**src/rtl/digit_plot_sequencer.sv**
```systemverilog
// rtl/digit_plot_sequencer.sv - walks the glyph stroke ROM and issues translated segments per digit
//
// Purpose:
//   Draws a multi-digit decimal value by stepping through each captured BCD
//   digit, reading its strokes from the glyph ROM one index at a time, and
//   handing each stroke (offset to the digit's screen position) to the line
//   rasteriser over a valid/ready handshake.
//
// Ports:
//   clk, rst                 clock, asynchronous active-high reset
//   start, abort             draw request (IDLE only) / synchronous cancel
//   digits, num_digits       BCD digits (digit 0 leftmost) and count to draw
//   origin_x, origin_y       screen position of digit 0
//   pitch                    x advance between digits
//   rom_idx, rom_select      glyph ROM address (stroke index, digit value)
//   rom_start_*, rom_end_*   glyph ROM stroke endpoints (combinational)
//   rom_pen_down             glyph ROM pen flag
//   seg_valid, seg_ready     segment handshake to the line engine
//   seg_x0..seg_y1, seg_pen  translated segment
//   busy, done               activity flag / one-cycle completion pulse

module digit_plot_sequencer #(
    parameter int MAX_DIGITS = 4,
    parameter int CW         = 10
) (
    input  logic                    clk,
    input  logic                    rst,
    input  logic                    start,
    input  logic                    abort,
    input  logic [4*MAX_DIGITS-1:0] digits,
    input  logic [2:0]              num_digits,
    input  logic [CW-1:0]           origin_x,
    input  logic [CW-1:0]           origin_y,
    input  logic [7:0]              pitch,
    output logic [4:0]              rom_idx,
    output logic [3:0]              rom_select,
    input  logic [7:0]              rom_start_x,
    input  logic [7:0]              rom_start_y,
    input  logic [7:0]              rom_end_x,
    input  logic [7:0]              rom_end_y,
    input  logic                    rom_pen_down,
    output logic                    seg_valid,
    input  logic                    seg_ready,
    output logic [CW-1:0]           seg_x0,
    output logic [CW-1:0]           seg_y0,
    output logic [CW-1:0]           seg_x1,
    output logic [CW-1:0]           seg_y1,
    output logic                    seg_pen,
    output logic                    busy,
    output logic                    done
);

    typedef enum logic [2:0] {
        S_IDLE  = 3'd0,
        S_FETCH = 3'd1,
        S_ISSUE = 3'd2,
        S_NEXT  = 3'd3,
        S_FIN   = 3'd4
    } state_t;

    localparam int          PAD      = CW - 8;
    localparam logic [2:0]  ND_MAX   = 3'(MAX_DIGITS);
    localparam logic [4:0]  IDX_LAST = 5'd31;

    state_t state_q, state_d;

    // Values captured at start; the live inputs are ignored until the next start.
    logic [4*MAX_DIGITS-1:0] digits_q;
    logic [2:0]              nd_q;
    logic [CW-1:0]           oy_q;
    logic [7:0]              pitch_q;

    // Walk position: digit counter, stroke index and current digit's x base.
    logic [2:0]              d_q;
    logic [4:0]              idx_q;
    logic [CW-1:0]           base_x_q;

    // Registered segment presented to the line engine.
    logic [CW-1:0]           seg_x0_q, seg_y0_q, seg_x1_q, seg_y1_q;
    logic                    seg_pen_q;

    logic [2:0]              nd_clamp;
    logic [3:0]              cur_digit;
    logic                    is_term;
    logic                    accept;
    logic                    last_digit;

    // Larger requests than the digit field holds are drawn as MAX_DIGITS.
    always_comb begin
        nd_clamp = num_digits;
        if (int'(num_digits) > MAX_DIGITS) begin
            nd_clamp = ND_MAX;
        end
    end

    // Digit value currently being drawn, selected by the digit counter.
    always_comb begin
        cur_digit = 4'd0;
        for (int i = 0; i < MAX_DIGITS; i++) begin
            if (d_q == 3'(i)) begin
                cur_digit = digits_q[4*i +: 4];
            end
        end
    end

    // An all-zero pen-up stroke marks the end of a glyph. A pen-down stroke
    // at the origin is still a real (zero-length) segment.
    assign is_term = !rom_pen_down
                  && (rom_start_x == 8'd0) && (rom_start_y == 8'd0)
                  && (rom_end_x   == 8'd0) && (rom_end_y   == 8'd0);

    // abort outranks a same-cycle handshake, so the segment is not consumed.
    assign accept     = (state_q == S_ISSUE) && seg_ready && !abort;
    assign last_digit = ((d_q + 3'd1) == nd_q);

    // ---------------------------------------------------------------
    // FSM: state register
    // ---------------------------------------------------------------
    always_ff @(posedge clk or posedge rst) begin
        if (rst) begin
            state_q <= S_IDLE;
        end else begin
            state_q <= state_d;
        end
    end

    // ---------------------------------------------------------------
    // FSM: next-state logic
    // ---------------------------------------------------------------
    always_comb begin
        state_d = state_q;
        case (state_q)
            S_IDLE: begin
                if (start) begin
                    state_d = (nd_clamp == 3'd0) ? S_FIN : S_FETCH;
                end
            end
            S_FETCH: begin
                state_d = is_term ? S_NEXT : S_ISSUE;
            end
            S_ISSUE: begin
                if (seg_ready) begin
                    state_d = (idx_q == IDX_LAST) ? S_NEXT : S_FETCH;
                end
            end
            S_NEXT: begin
                state_d = last_digit ? S_FIN : S_FETCH;
            end
            S_FIN: begin
                state_d = S_IDLE;
            end
            default: begin
                state_d = S_IDLE;
            end
        endcase
        if (abort && (state_q != S_IDLE)) begin
            state_d = S_IDLE;
        end
    end

    // ---------------------------------------------------------------
    // FSM: outputs
    // ---------------------------------------------------------------
    always_comb begin
        seg_valid = (state_q == S_ISSUE);
        busy      = (state_q != S_IDLE);
        done      = (state_q == S_FIN) && !abort;
    end

    // ---------------------------------------------------------------
    // Datapath
    // ---------------------------------------------------------------
    always_ff @(posedge clk or posedge rst) begin
        if (rst) begin
            digits_q  <= '0;
            nd_q      <= 3'd0;
            oy_q      <= '0;
            pitch_q   <= 8'd0;
            d_q       <= 3'd0;
            idx_q     <= 5'd0;
            base_x_q  <= '0;
            seg_x0_q  <= '0;
            seg_y0_q  <= '0;
            seg_x1_q  <= '0;
            seg_y1_q  <= '0;
            seg_pen_q <= 1'b0;
        end else begin
            case (state_q)
                S_IDLE: begin
                    if (start) begin
                        digits_q <= digits;
                        nd_q     <= nd_clamp;
                        oy_q     <= origin_y;
                        pitch_q  <= pitch;
                        d_q      <= 3'd0;
                        idx_q    <= 5'd0;
                        base_x_q <= origin_x;
                    end
                end
                S_FETCH: begin
                    // Translation wraps at CW bits by construction.
                    if (!is_term) begin
                        seg_x0_q  <= {{PAD{1'b0}}, rom_start_x} + base_x_q;
                        seg_y0_q  <= {{PAD{1'b0}}, rom_start_y} + oy_q;
                        seg_x1_q  <= {{PAD{1'b0}}, rom_end_x}   + base_x_q;
                        seg_y1_q  <= {{PAD{1'b0}}, rom_end_y}   + oy_q;
                        seg_pen_q <= rom_pen_down;
                    end
                end
                S_ISSUE: begin
                    if (accept && (idx_q != IDX_LAST)) begin
                        idx_q <= idx_q + 5'd1;
                    end
                end
                S_NEXT: begin
                    if (!abort) begin
                        d_q      <= d_q + 3'd1;
                        idx_q    <= 5'd0;
                        base_x_q <= base_x_q + {{PAD{1'b0}}, pitch_q};
                    end
                end
                default: begin
                end
            endcase
        end
    end

    assign rom_idx    = idx_q;
    assign rom_select = cur_digit;
    assign seg_x0     = seg_x0_q;
    assign seg_y0     = seg_y0_q;
    assign seg_x1     = seg_x1_q;
    assign seg_y1     = seg_y1_q;
    assign seg_pen    = seg_pen_q;

endmodule

```
**config.mk**
```make
export PLATFORM = sky130hd
export DESIGN_NAME = digit_plot_sequencer
export DESIGN_NICKNAME = d
export VERILOG_FILES = /design/src/rtl/digit_plot_sequencer.sv
export SDC_FILE = /design/constraint.sdc
export NUM_CORES = 1
export LEC_CHECK = 0
export ABC_AREA = 1
export BUFFER_PORTS_ARGS = -buffer_cell sky130_fd_sc_hd__buf_2
export CORE_ASPECT_RATIO = 0.75
export CORE_UTILIZATION = 50
export DETAILED_ROUTE_END_ITERATION = 16
export GPL_TIMING_DRIVEN = 0
export PLACE_DENSITY = 0.83
export RECOVER_POWER = 100
export SLEW_MARGIN = 10
export SYNTH_ARGS = -nofsm -noshare
export SYNTH_HDL_FRONTEND = slang
export SYNTH_SLANG_ARGS = --single-unit
```
**constraint.sdc**
```tcl
create_clock -name clk -period 3.5 [get_ports clk]
set_input_delay 0.35 -clock clk [delete_from_list [all_inputs] [get_ports clk]]
set_output_delay 0.35 -clock clk [all_outputs]
set_load 0.01 [all_outputs]
```
# Word level (Yosys, flattened, before mapping)
# Index checks and enable logic that the tools add are counted.
# W data, S select, Z words.
[totals] output_inout_bits=53 romBits=0 ff_bits=99 memories=0 ram_bits=0 latchBits=0
[op_classes] n_eq_ne=15 div_mod_pow=0 bitwise_logic=1 magnitude_cmp=1 mul=0 n_mux=23 n_reduce_logical=26 n_shift=0 n_addsub=7
[op_table] operator="$add A8 B10 Y10" count=4
[op_table] operator="$logic_not A8 Y1" count=4
[op_table] operator="$mux W3" count=8
[op_table] operator="$mux W10" count=2
[op_table] operator="$pmux W10 S2" count=1
[op_table] operator="$mux W4" count=4
[op_table] operator="$mux W5" count=3
[op_table] operator="$pmux W5 S3" count=1
[op_table] operator="$eq A3 B2 Y1 const B" count=4
[op_table] operator="$pmux W3 S4" count=1
[op_table] operator="$add A10 B8 Y10" count=1
[op_table] operator="$logic_and A1 B1 Y1" count=9
[op_table] operator="$logic_not A3 Y1" count=3
[op_table] operator="$eq A3 B1 Y1 const B" count=2
[op_table] operator="$pmux W3 S2" count=1
[op_table] operator="$reduce_and A2 Y1" count=3
[op_table] operator="$reduce_bool A3 Y1" count=2
[op_table] operator="$add A5 B1 Y5 const B" count=1
[op_table] operator="$eq A5 B5 Y1 const B" count=1
[op_table] operator="$ne A5 B5 Y1 const B" count=1
[op_table] operator="$ne A2 B2 Y1 const B" count=2
[op_table] operator="$reduce_and A4 Y1" count=1
[op_table] operator="$add A3 B1 Y3 const B" count=1
[op_table] operator="$eq A3 B3 Y1" count=1
[op_table] operator="11 further kinds" count=12

# Longest topological paths before layout
# Gate-level depths: netlist of the first run.
[logic_depth] word_depth=8 depth_mapped=11 ltp_nobuf=11

# Worst setup path before layout of the first run
# OpenSTA, ideal clock, no wires.
[synth_timing] kind="reg2reg" startpoint="register idx_q[0] (netlist: rom_idx[0])" endpoint="register idx_q[0] (netlist: rom_idx[0])" period_less_slack_ns=1.798 t_arrival_ns=1.679 setup_time_ns=0.119 path_slack_ns=1.702 required_ns=3.381 path_stages_with_launch=10 cell_sequence="dfrtp_1 > ha_1 > nand2_1 > nor2_1 > ha_1 > nor3_1 > o21ai_2 > nor2_2 > o21ai_0 > o21a_1"
[synth_between] elab_chain_cells=4 word_cells_on_any_way=7 classes_between="add/sub: 1; eq/ne: 2; mux: 2; reduce/logical: 2"
[synth_lines] item="start, declared" line_no="75" rtl="logic [4:0] idx_q;"
[synth_lines] item="start signal, assigned" line_no="212" rtl="idx_q <= idx_q + 5'd1;"
[synth_lines] item="branches (longest 4 deep; another with $add A5 B1 Y5)"
# Parallel ways; which one is timed is not known. The select of a mux whose other input is x is not followed.
# A chain may end at the register's enable or synchronous reset.

# Final worst setup path of the first run
[layout_timing] startpoint="register d_q[0]" endpoint="output port rom_select[3]"
[layout_between] elab_chain_cells=5 word_cells_on_any_way=8 classes_between="eq/ne: 3; mux: 4; reduce/logical: 1"
[layout_lines] item="start, declared" line_no="74" rtl="logic [2:0] d_q;"
[layout_lines] item="start signal, assigned" line_no="217" rtl="d_q <= d_q + 3'd1;"
[layout_lines] item="$logic_not A3 Y1" line_no="100" rtl="if (d_q == 3'(i)) begin"
[layout_lines] item="$mux W4 (3 in a row)" line_no="100"
[layout_lines] item="$mux W4 (*)" line_no="100"
[layout_lines] item="end, declared" line_no="36" rtl="output logic [3:0] rom_select,"
# Mark *: on every way between the ends. The rest lies on a longest branch, timed or not.

==> results of run 1 <==
[power by group through the flow]
stage	sequential, mW	combinational [mW]	clock [mW]
final	2.12	3.77	0.959
after global routing	2.17	4.36	1.02
after CTS	2.10	3.87	0.977
after detailed placement	2.12	3.84	0
after global placement	2.10	3.76	0
after floorplan	2.11	2.76	0
[cell usage in the layout (no fill, tap or decap), types with 2 or more instances in the layout]
cell type	count
o21ai_0	17
o21ai_1	2
nor2_1	61
nor3_1	4
nand3_1	62
diode_2	2
inv_6	2
nand2_1	398
nand4_1	22
fa_1	5
inv_1	58
o211ai_1	3
or2_2	5
xnor2_1	6
xor2_1	16
o21a_1	8
dfrtp_1	99
clkinv_2	2
buf_2	93
inv_2	3
clkbuf_1	64
ha_1	47
clkbuf_16	9
a21oi_1	44
a31oi_1	3
[final cells by class]
type / instances / area [um^2] / area share
diodes: 2 / 5.00 / 0.000666
plain buffers: 19 / 81.3 / 0.0108
repair buffers: 138 / 641 / 0.0853
clock inverters: 5 / 36.3 / 0.00483
flip-flops and latches: 99 / 2480 / 0.330
multi-input cells: 711 / 3580 / 0.477
well taps: 166 / 208 / 0.0277
clock buffers: 11 / 243 / 0.0323
inverters: 63 / 238 / 0.0317
[path summary, 6_finish.rpt]
check                            startpoint             to  slack, ns  depth (start not counted)
worst max-delay path                 d_q[0]  rom_select[3]       1.16                          9
worst min-delay path              digits[3]    digits_q[3]       0.20                          3
worst max register to register   state_q[0]      seg_y1[3]       1.19                          7
worst min register to register  digits_q[1]    digits_q[1]       0.48                          2
max in group asynchronous               rst      seg_y0[8]       1.66                          2
min in group asynchronous               rst      seg_y1[0]       0.70                          2
[state kept, by name (all words and copies together), names as in the netlist, 3 cells and up]
| register | cells |
|---|---|
| seg_y1 | 10 |
| seg_y0 | 10 |
| oy_q | 10 |
| rom_idx | 5 |
| base_x_q | 10 |
| seg_x1 | 10 |
| pitch_q | 8 |
| state_q | 3 |
| nd_q | 3 |
| d_q | 3 |
| seg_x0 | 10 |
| digits_q | 16 |
[kinds of logic after synthesis]
| logic type | count (synthesis) | share of synthesized area |
|---|---|---|
| xor+xnor | 22 | 0.0299 |
| buf+inv | 82 | 0.0520 |
| simple gates | 554 | 0.355 |
| flops | 99 | 0.384 |
| fa+ha+maj | 52 | 0.107 |
| compound gates | 83 | 0.0718 |
[critical path, cell delays in order, from the launching register on]
cell      delay (ns)
dfrtp_1         0.46
inv_1           0.12
ha_1            0.15
nand2_1         0.05
nor2_1          0.25
nand2_1         0.09
nand3_1         0.07
o21ai_0         0.08
o21ai_0         0.21
clkbuf_1        0.17
[per-layer routing]
metal / up-vias / GRT usage / share of wire
li1: 3195 / - / -
met1: 2838 / 0.383 / 0.49
met2: 232 / 0.403 / 0.42
met3: 23 / 0.0470 / 0.073
met4: 0 / 0.0760 / 0.015
met5: - / 0 / 0
[metrics by stage]
stage	util	hold slack, ns	setup slack [ns]
floorplan	-	0.437	0.560
global placement	0.590	0.453	-0.638
detailed placement	0.592	0.460	1.43
CTS	0.614	0.152	1.18
global route	0.604	0.201	0.992
finish	0.604	0.196	1.16
==> flow_summary_export.csv, run 1 <==
group,metric,value,unit
logic_synthesis,synth_area_leaders,"dfrtp_1 (38%), nand2_1 (23%), ha_1 (9.1%)",
global_routing,grt_usage,0.264,
floorplan,die_y,100,um
logic_synthesis,synth.yosys.seq_area_share,0.384,
routing,routedWlPerCell,13.7,um
routing,drt_iter0_markers,505,
routing,detail_route.vias_per_cell,5.18,
critical_path,crit_path_end_kind,"output pin",
critical_path,arrival,1.99,ns
layout,stdcell_count,1214,
clock_tree,ctsHoldBuffers,0,
timing,worst_slew_pin_slew,2.53,ns
power,vdd_drop_max,0.000383,V
timing,period_needed,2.34,ns
critical_path,worstSetupStartpointType,"flip-flop",
floorplan,ios,138,
clock_tree,clk_latency,0.35,ns
floorplan,dieArea,13400,um^2
run_status,violations,"capacitance limit, slew limit",
clock_tree,cts_num_sinks,99,
logic_synthesis,synth-main-ff-cell,"dfrtp_1",
power,power,6.84,mW
timing,clock_skew,0.00743,ns
power,p_leak,4.09,nW
run_status,outcome,"complete, but fails checks",
logic_synthesis,synth-async-reset-ratio,1.00,
logic_synthesis,yosysMostFrequentCell,"nand2_1",
floorplan,start_util,0.518,
routing,drt_wl_total,16600,um
critical_path,worstSetupPathType,"reg2out",
placement,io_buffers,137,
power,pwr-share-comb,0.551,
placement,gp_congestion,0.960,
power,p_clk_frac,0.140,
logic_synthesis,yosys.area.top_type,"dfrtp_1",
logic_synthesis,avgSynthCellArea,7.23,um^2
power,p_sw_frac,0.478,
critical_path,worstPathRequired,3.15,ns
logic_synthesis,synth_fp_nets,1029,
worst_hold_path,hp-class,"in2reg",
critical_path,crit_fanout,6,
clock_tree,cts_buffers,9,
timing,max_freq,0.427,GHz
routing,firstDrtPassIters,5,
floorplan,die_x,133,um
global_routing,grt_pass1_wl,27700,um
timing,setup_violations,0,
logic_synthesis,syn_area,6440,um^2
logic_synthesis,synth_edf_count,0,
clock_tree,clk_pin_slew,0.07,ns
clock_tree,cts_tree,"yes",
clock_tree,cts.path.max_buffers,2,
timing,fin_tns_setup,0,ns
power,power_per_cell_area,911,nW/um^2
global_routing,grt_antenna_before_repair,1,
layout,nNetsFinal,1178,
logic_synthesis,synth-seq-cells,99,
power,switching_power,3.27,mW
global_routing,grt_max_degree,60,
global_routing,grt_pass1_vias,5819,
routing,drc,0,
routing,ant_nets,0,
power,p_int,3.57,mW
logic_synthesis,synth_top_area_share,0.384,
layout,nFillCells,1203,
clock_tree,root_buffer,"clkbuf_16",
placement,dp_cells,1196,
timing,post-route-period-util,0.669,
routing,via_count,6288,
layout,layout-drive-gt1-share,0.115,
placement,hpwl,13000,um
clock_tree,cts-resized-gates,0,
floorplan,core,12400,um^2
floorplan,row_count,35,
logic_synthesis,syn_inst,892,
logic_synthesis,ys_types,34,
clock_tree,cts_post_setup_buffers_inserted,0,
timing,max_slew_margin,-0.697,
global_routing,grt_overflow,0,
power,seq_power_share,0.309,
logic_synthesis,ys_top_cells_by_count,"nand2_1 (398), dfrtp_1 (99), nand3_1 (61)",
logic_synthesis,ys_warn_count,0,
clock_tree,htree_num_levels,3,
timing,rsz0062_at_grt,"false",
timing,hold_viol_final,0,
timing,drv_slew,59,
layout,area_growth_syn_to_layout,16.5,%
placement,place_area,7360,um^2
flow_run,maxCapViolations,1,
layout,fin_area,7510,um^2
Note: power is estimated with default switching activity, not from simulation.
==> inputs of run 2 (changes only) <==
--- a/config.mk
+++ b/config.mk
@@ -5,7 +5,7 @@
 export SDC_FILE = /design/constraint.sdc
 export NUM_CORES = 1
 export LEC_CHECK = 0
-export ABC_AREA = 1
+export ABC_AREA = 0
 export BUFFER_PORTS_ARGS = -buffer_cell sky130_fd_sc_hd__buf_2
 export CORE_ASPECT_RATIO = 0.75
 export CORE_UTILIZATION = 50
==> constraint.sdc (replaced) <==
create_clock -name clk -period 2.2 [get_ports clk]
set_input_delay 0.22 -clock clk [delete_from_list [all_inputs] [get_ports clk]]
set_output_delay 0.22 -clock clk [all_outputs]
set_load 0.01 [all_outputs]
==> run 2 against run 1 <==
  * Largest power group unchanged
  * Power is 67% higher
  * Synthesized cell count is 24% lower
  * Synthesized area is 1.4% lower
  * Clock skew hardly changed
  * Critical endpoint is now seg_y1[8]
  * The run now ends clean
==> flow_summary_export.csv, run 2 <==
group,metric,value,unit
clock_tree,cts.path.max_buffers,2,
layout,largest_reg_flops,16,
flow_run,maxCapViolations,0,
logic_synthesis,syn_inst,679,
layout,fin_area,7680,um^2
logic_synthesis,ys_warn_count,0,
power,p_leak,3.58,nW
clock_tree,clk_pin_slew,0.07,ns
floorplan,row_count,35,
timing,fin_ws,0.0438,ns
logic_synthesis,avgSynthCellArea,9.36,um^2
logic_synthesis,synth.yosys.seq_area_share,0.390,
clock_tree,cts_num_sinks,99,
critical_path,reg2reg_from,"oy_q[0]",
power,power_per_cell_area,1490,nW/um^2
routing,via_count,5605,
placement,place_ws,-0.0859,ns
layout,nNetsFinal,972,
logic_synthesis,yosys.area.top_type,"dfrtp_1",
timing,max_slew_margin,0.348,
timing,max_freq,0.464,GHz
timing,period_needed,2.16,ns
routing,drc,0,
clock_tree,root_buffer,"clkbuf_16",
routing,drt_iter0_markers,324,
logic_synthesis,synth_edf_count,0,
run_status,outcome,"complete, no violations",
routing,firstDrtPassIters,5,
logic_synthesis,synth-async-reset-ratio,1.00,
placement,hpwl,12500,um
routing,ant_nets,0,
layout,regMostFlops,"digits_q",
timing,clock_skew,0.00736,ns
clock_tree,cts_buffers,9,
timing,hold_viol_final,0,
timing,worst_slew_pin_slew,0.978,ns
worst_hold_path,worstHoldStart,"digits[3]",
worst_hold_path,min_path_cells,3,
timing,setup_violations,0,
layout,n_antenna_cell,0,
floorplan,dieArea,13200,um^2
worst_hold_path,hp-class,"in2reg",
routing,drt_wl_total,16600,um
critical_path,worstSetupPathType,"reg2reg",
layout,layout_common_cells,"nand2_1 (146), dfrtp_1 (95), buf_2 (91)",
critical_path,worstPathRequired,2.44,ns
critical_path,rrSetupSlack,0.04,ns
power,vdd_drop_max,0.000611,V
layout,layout_commonest_cell,"nand2_1",
global_routing,grt_antenna_before_repair,1,
global_routing,grt_pass1_vias,5296,
placement,place_area,7310,um^2
timing,drv_slew,0,
critical_path,crit_fanout,2,
logic_synthesis,synth-main-ff-cell,"dfrtp_1",
placement,io_buffers,137,
logic_synthesis,synth-seq-cells,99,
placement,gp_congestion,0.954,
timing,post-route-period-util,0.980,
logic_synthesis,synth_area_leaders,"dfrtp_1 (39%), ha_1 (9.3%), nand2_1 (8.6%)",
global_routing,grt_usage,0.255,
global_routing,grt_pass1_wl,26200,um
layout,area_growth_syn_to_layout,20.8,%
global_routing,grt_overflow,0,
floorplan,core,12300,um^2
critical_path,reg2reg_to,"seg_y1[8]",
clock_tree,htree_num_levels,3,
floorplan,ios,138,
logic_synthesis,yosysMostFrequentCell,"nand2_1",
clock_tree,cts_tree,"yes",
logic_synthesis,ys_types,63,
logic_synthesis,ys_top_cells_by_count,"nand2_1 (146), dfrtp_1 (99), ha_1 (47)",
critical_path,worstSetupStartpointType,"flip-flop",
floorplan,start_util,0.515,
routing,routedWlPerCell,16.5,um
global_routing,grt_max_degree,39,
worst_hold_path,hold_end,"digits_q[3]",
layout,layout-drive-gt1-share,0.242,
timing,rsz0062_at_grt,"true",
floorplan,die_y,99.6,um
critical_path,reg2reg_depth,7,
critical_path,arrival,2.39,ns
logic_synthesis,synth_top_area_share,0.390,
logic_synthesis,syn_area,6350,um^2
routing,detail_route.vias_per_cell,5.57,
logic_synthesis,synth_fp_nets,816,
critical_path,crit_path_end_kind,"flip-flop",
floorplan,die_x,132,um
clock_tree,clk_latency,0.35,ns
## run 2: cell count changes after synthesis, moves of 21 or more
| cell | change |
|---|---|
| nand2_1 | -252 |
| inv_1 | -44 |
| nand3_1 | -42 |
| mux2_2 | +37 |
| nor2_1 | -22 |
| o21ai_0 | +21 |
## run 2: area by class of cell
class,count,area (um^2)
clock buffers,9,225
multi-input cells,544,3800
repair buffers,147,696
fillers,1086,4670
clock inverters,7,100
flip-flops and latches,99,2480
plain buffers,21,115
inverters,13,50.0
well taps,166,208
## run 2: worst max path at each step
stage | start | end | slack (ns) | depth (start not counted)
floorplan | rom_idx[0] | rom_idx[0] | 0.003 | 8
global placement | base_x_q[0] | seg_x0[8] | -0.07 | 7
detailed placement | rom_idx[0] | rom_idx[0] | -0.09 | 8
CTS | d_q[1] | rom_select[0] | 0.001 | 8
global route | oy_q[0] | seg_y1[8] | -0.03 | 7
finish | oy_q[0] | seg_y1[8] | 0.04 | 7
## run 2: critical path: stages, from the launching register on
cell	delay [ns]
dfrtp_1	0.42
ha_4	0.19
fa_2	0.41
a21oi_4	0.17
o211ai_1	0.16
a211o_1	0.28
a21o_1	0.17
mux2_2	0.25
## run 2: kinds of logic (layout without fill, tap and decap cells)
logic type | after synthesis | count (layout) | share of synthesized area
mux | 45 | 45 | 0.0790
fa+ha+maj | 52 | 52 | 0.108
simple gates | 266 | 266 | 0.192
xor+xnor | 28 | 28 | 0.0386
compound gates | 153 | 153 | 0.160
buf+inv | 36 | 197 | 0.0319
flops | 99 | 99 | 0.390
## run 2: through the flow
| step | hold WS [ns] | power [mW] | util | setup TNS [ns] | cells |
|---|---|---|---|---|---|
| finish | 0.0585 | 11.4 | 0.622 | 0 | 1006 |
| global route | 0.0650 | 12.3 | 0.622 | -0.0663 | 1006 |
| CTS | 0.0479 | 11.4 | 0.622 | 0 | 1004 |
| detailed placement | 0.211 | 9.52 | 0.592 | -2.28 | 985 |
| global placement | 0.410 | 9.31 | 0.587 | -1.55 | 982 |
| floorplan | 0.325 | 7.83 | - | 0 | 679 |
## run 2: routing by layer
metal	up-vias	global-route usage	wire length [um]
met2	203	0.409	7480
met4	2	0.0637	195
met3	24	0.0627	1220
met1	2638	0.348	7660
li1	2738	-	-
met5	-	0	10
## run 2: timing repair
item / CTS / global route
pin swaps: 1 / 10
hold endpoints to repair: 10 / 0
endpoints found under the setup margin: 10 / 18
hold buffers: 1 / 0
gates resized for setup: 7 / 24
buffers inserted: 2 / 4
## run 2: report_power, final
part | leakage, nW | switching, mW | internal [mW]
registers | 1.20 | 0.658 | 2.67
logic | 2.24 | 3.43 | 2.92
clock network | 0.148 | 0.732 | 1.00
total | 3.58 | 4.82 | 6.60
==> inputs of run 3 (changes only) <==
--- a/config.mk
+++ b/config.mk
@@ -8,6 +8,7 @@
 export ABC_AREA = 0
 export BUFFER_PORTS_ARGS = -buffer_cell sky130_fd_sc_hd__buf_2
 export CORE_ASPECT_RATIO = 0.75
+export CORE_MARGIN = 2
 export CORE_UTILIZATION = 50
 export DETAILED_ROUTE_END_ITERATION = 16
 export GPL_TIMING_DRIVEN = 0
==> constraint.sdc (replaced) <==
create_clock -name clk -period 2.5 [get_ports clk]
set_input_delay 0.25 -clock clk [delete_from_list [all_inputs] [get_ports clk]]
set_output_delay 0.25 -clock clk [all_outputs]
set_load 0.01 [all_outputs]
==> run 3 against run 2 <==
  * Clock skew up 0.0043 ns
  * Register-to-register slack better by 0.06 ns
  * Final area down 2.8%
  * Utilization down 1.8 points
  * Sequential cell count unchanged
  * Via count down 0.27%
  * Largest cell class unchanged
  * Largest power group unchanged
  * Highest routed layer unchanged
==> flow_summary_export.csv, run 3 (synthesis results as in run 2) <==
group,metric,value,unit
run_status,outcome,"complete, no violations",
floorplan,die_x,134,um
layout,regMostFlops,"digits_q",
clock_tree,clk_pin_slew,0.08,ns
power,power_per_cell_area,1310,nW/um^2
global_routing,grt_pass1_vias,5328,
layout,area_growth_syn_to_layout,17.4,%
clock_tree,cts_post_setup_buffers_inserted,0,
routing,drc,0,
placement,gp_congestion,0.963,
layout,nNetsFinal,966,
placement,io_buffers,137,
floorplan,row_count,35,
clock_tree,cts_tree,"yes",
timing,fin_tns_setup,0,ns
critical_path,crit_path_max_incr_delay,0.47,ns
timing,drv_slew,0,
layout,stdcell_count,1000,
floorplan,core,12300,um^2
clock_tree,ctsHoldBuffers,0,
flow_run,maxCapViolations,0,
critical_path,arrival,2.64,ns
timing,period_needed,2.40,ns
timing,clock_skew,0.0117,ns
global_routing,grt_max_degree,39,
clock_tree,cts.path.max_buffers,2,
routing,firstDrtPassIters,5,
critical_path,crit_family,"compound AO/OA/AOI/OAI gates",
critical_path,cp_slowest_cell,"dfrtp_1",
timing,worst_slew_pin_slew,1.31,ns
floorplan,ios,138,
power,vdd_drop_max,0.000515,V
global_routing,grt_antenna_before_repair,1,
floorplan,dieArea,13600,um^2
placement,place_ws,0.210,ns
critical_path,crit_buf_inv,0,
timing,post-route-period-util,0.960,
floorplan,start_util,0.515,
timing,max_slew_margin,0.122,
timing,setup_violations,0,
critical_path,crit_path_end_kind,"flip-flop",
global_routing,grt_pass1_wl,26300,um
clock_tree,htree_num_levels,3,
placement,dp_cells,984,
global_routing,grt_usage,0.246,
global_routing,grt_overflow,0,
clock_tree,cts_num_sinks,99,
worst_hold_path,hp-class,"in2reg",
routing,ant_nets,0,
clock_tree,cts-resized-gates,0,
routing,routedWlPerCell,16.2,um
clock_tree,clk_latency,0.35,ns
floorplan,die_y,102,um
layout,largest_reg_flops,16,
timing,hold_viol_final,0,
layout,layout-drive-gt1-share,0.192,
routing,drt_iter0_markers,425,
timing,fin_ws,0.101,ns
critical_path,worstSetupStartpointType,"flip-flop",
layout,layout_commonest_cell,"nand2_1",
clock_tree,root_buffer,"clkbuf_16",
critical_path,crit_fanout,4,
routing,drt_wl_total,16200,um
layout,layout_common_cells,"nand2_1 (146), dfrtp_1 (99), buf_2 (85)",
clock_tree,cts_buffers,9,
layout,n_antenna_cell,0,
routing,via_count,5590,
routing,detail_route.vias_per_cell,5.59,
placement,hpwl,12500,um
critical_path,worstSetupPathType,"reg2reg",
critical_path,path_cells,"ha_1 -> fa_1 -> a211oi_1 -> o21ai_0 -> a31oi_1 -> xnor2_1 -> mux2_2",
timing,rsz0062_at_grt,"false",
timing,max_freq,0.417,GHz
power,p_leak,3.52,nW
critical_path,worstPathRequired,2.74,ns
==> run 3: cell count changes in the layout (fill, tap and decap cells not counted), sizes merged <==
cell	before	now
dlygate4sd3	1	0
buf	96	85
clkbuf	80	86
==> run 3: layer usage <==
metal	global-route usage	vias to the layer above	wire (um)
met5	0	-	11
met4	0.0583	2	225
met3	0.0526	20	1180
met2	0.383	209	7180
met1	0.353	2638	7630
li1	-	2721	-
==> run 3: area by class of cell <==
cell class,count,area [um^2]
multi-input cells,544,3660
plain buffers,23,111
repair buffers,139,631
clock inverters,7,100
well taps,166,208
flip-flops and latches,99,2480
fillers,1110,4890
clock buffers,9,225
inverters,13,50.0
==> run 3: path summary, 6_finish.rpt <==
kind	end	depth (start not counted)	slack [ns]	from
max	seg_x1[8]	7	0.10	base_x_q[0]
min reg2reg	digits_q[11]	2	0.48	digits_q[11]
min in group asynchronous	digits_q[3]	2	0.17	rst
max reg2reg	seg_x1[8]	7	0.10	base_x_q[0]
min	digits_q[5]	3	0.09	digits[5]
max in group asynchronous	seg_y0[3]	3	0.82	rst
==> run 3: report_power, final <==
part / switching, mW / internal (mW) / total (mW) / leakage (nW)
logic: 2.93 / 2.40 / 5.33 / 2.17
clock network: 0.652 / 0.883 / 1.53 / 0.148
registers: 0.573 / 2.35 / 2.92 / 1.20
==> run 3: worst register-to-register path, delay by kind of cell (launching register included) <==
family	cells	cell delay (ns)
flops	1	0.47
mux	1	0.27
fa+ha+maj	2	0.70
compound gates	3	0.76
xor+xnor	1	0.09
==> run 3: metrics by stage <==
stage | util | instance area, um^2 | total power, mW | hold WS [ns]
after floorplan | - | 6360 | 6.89 | 0.355
after global placement | 0.587 | 7250 | 8.20 | 0.440
after detailed placement | 0.590 | 7290 | 8.38 | 0.402
after CTS | 0.617 | 7620 | 9.96 | 0.0292
after global routing | 0.604 | 7460 | 10.6 | 0.0985
final | 0.604 | 7460 | 9.79 | 0.0882
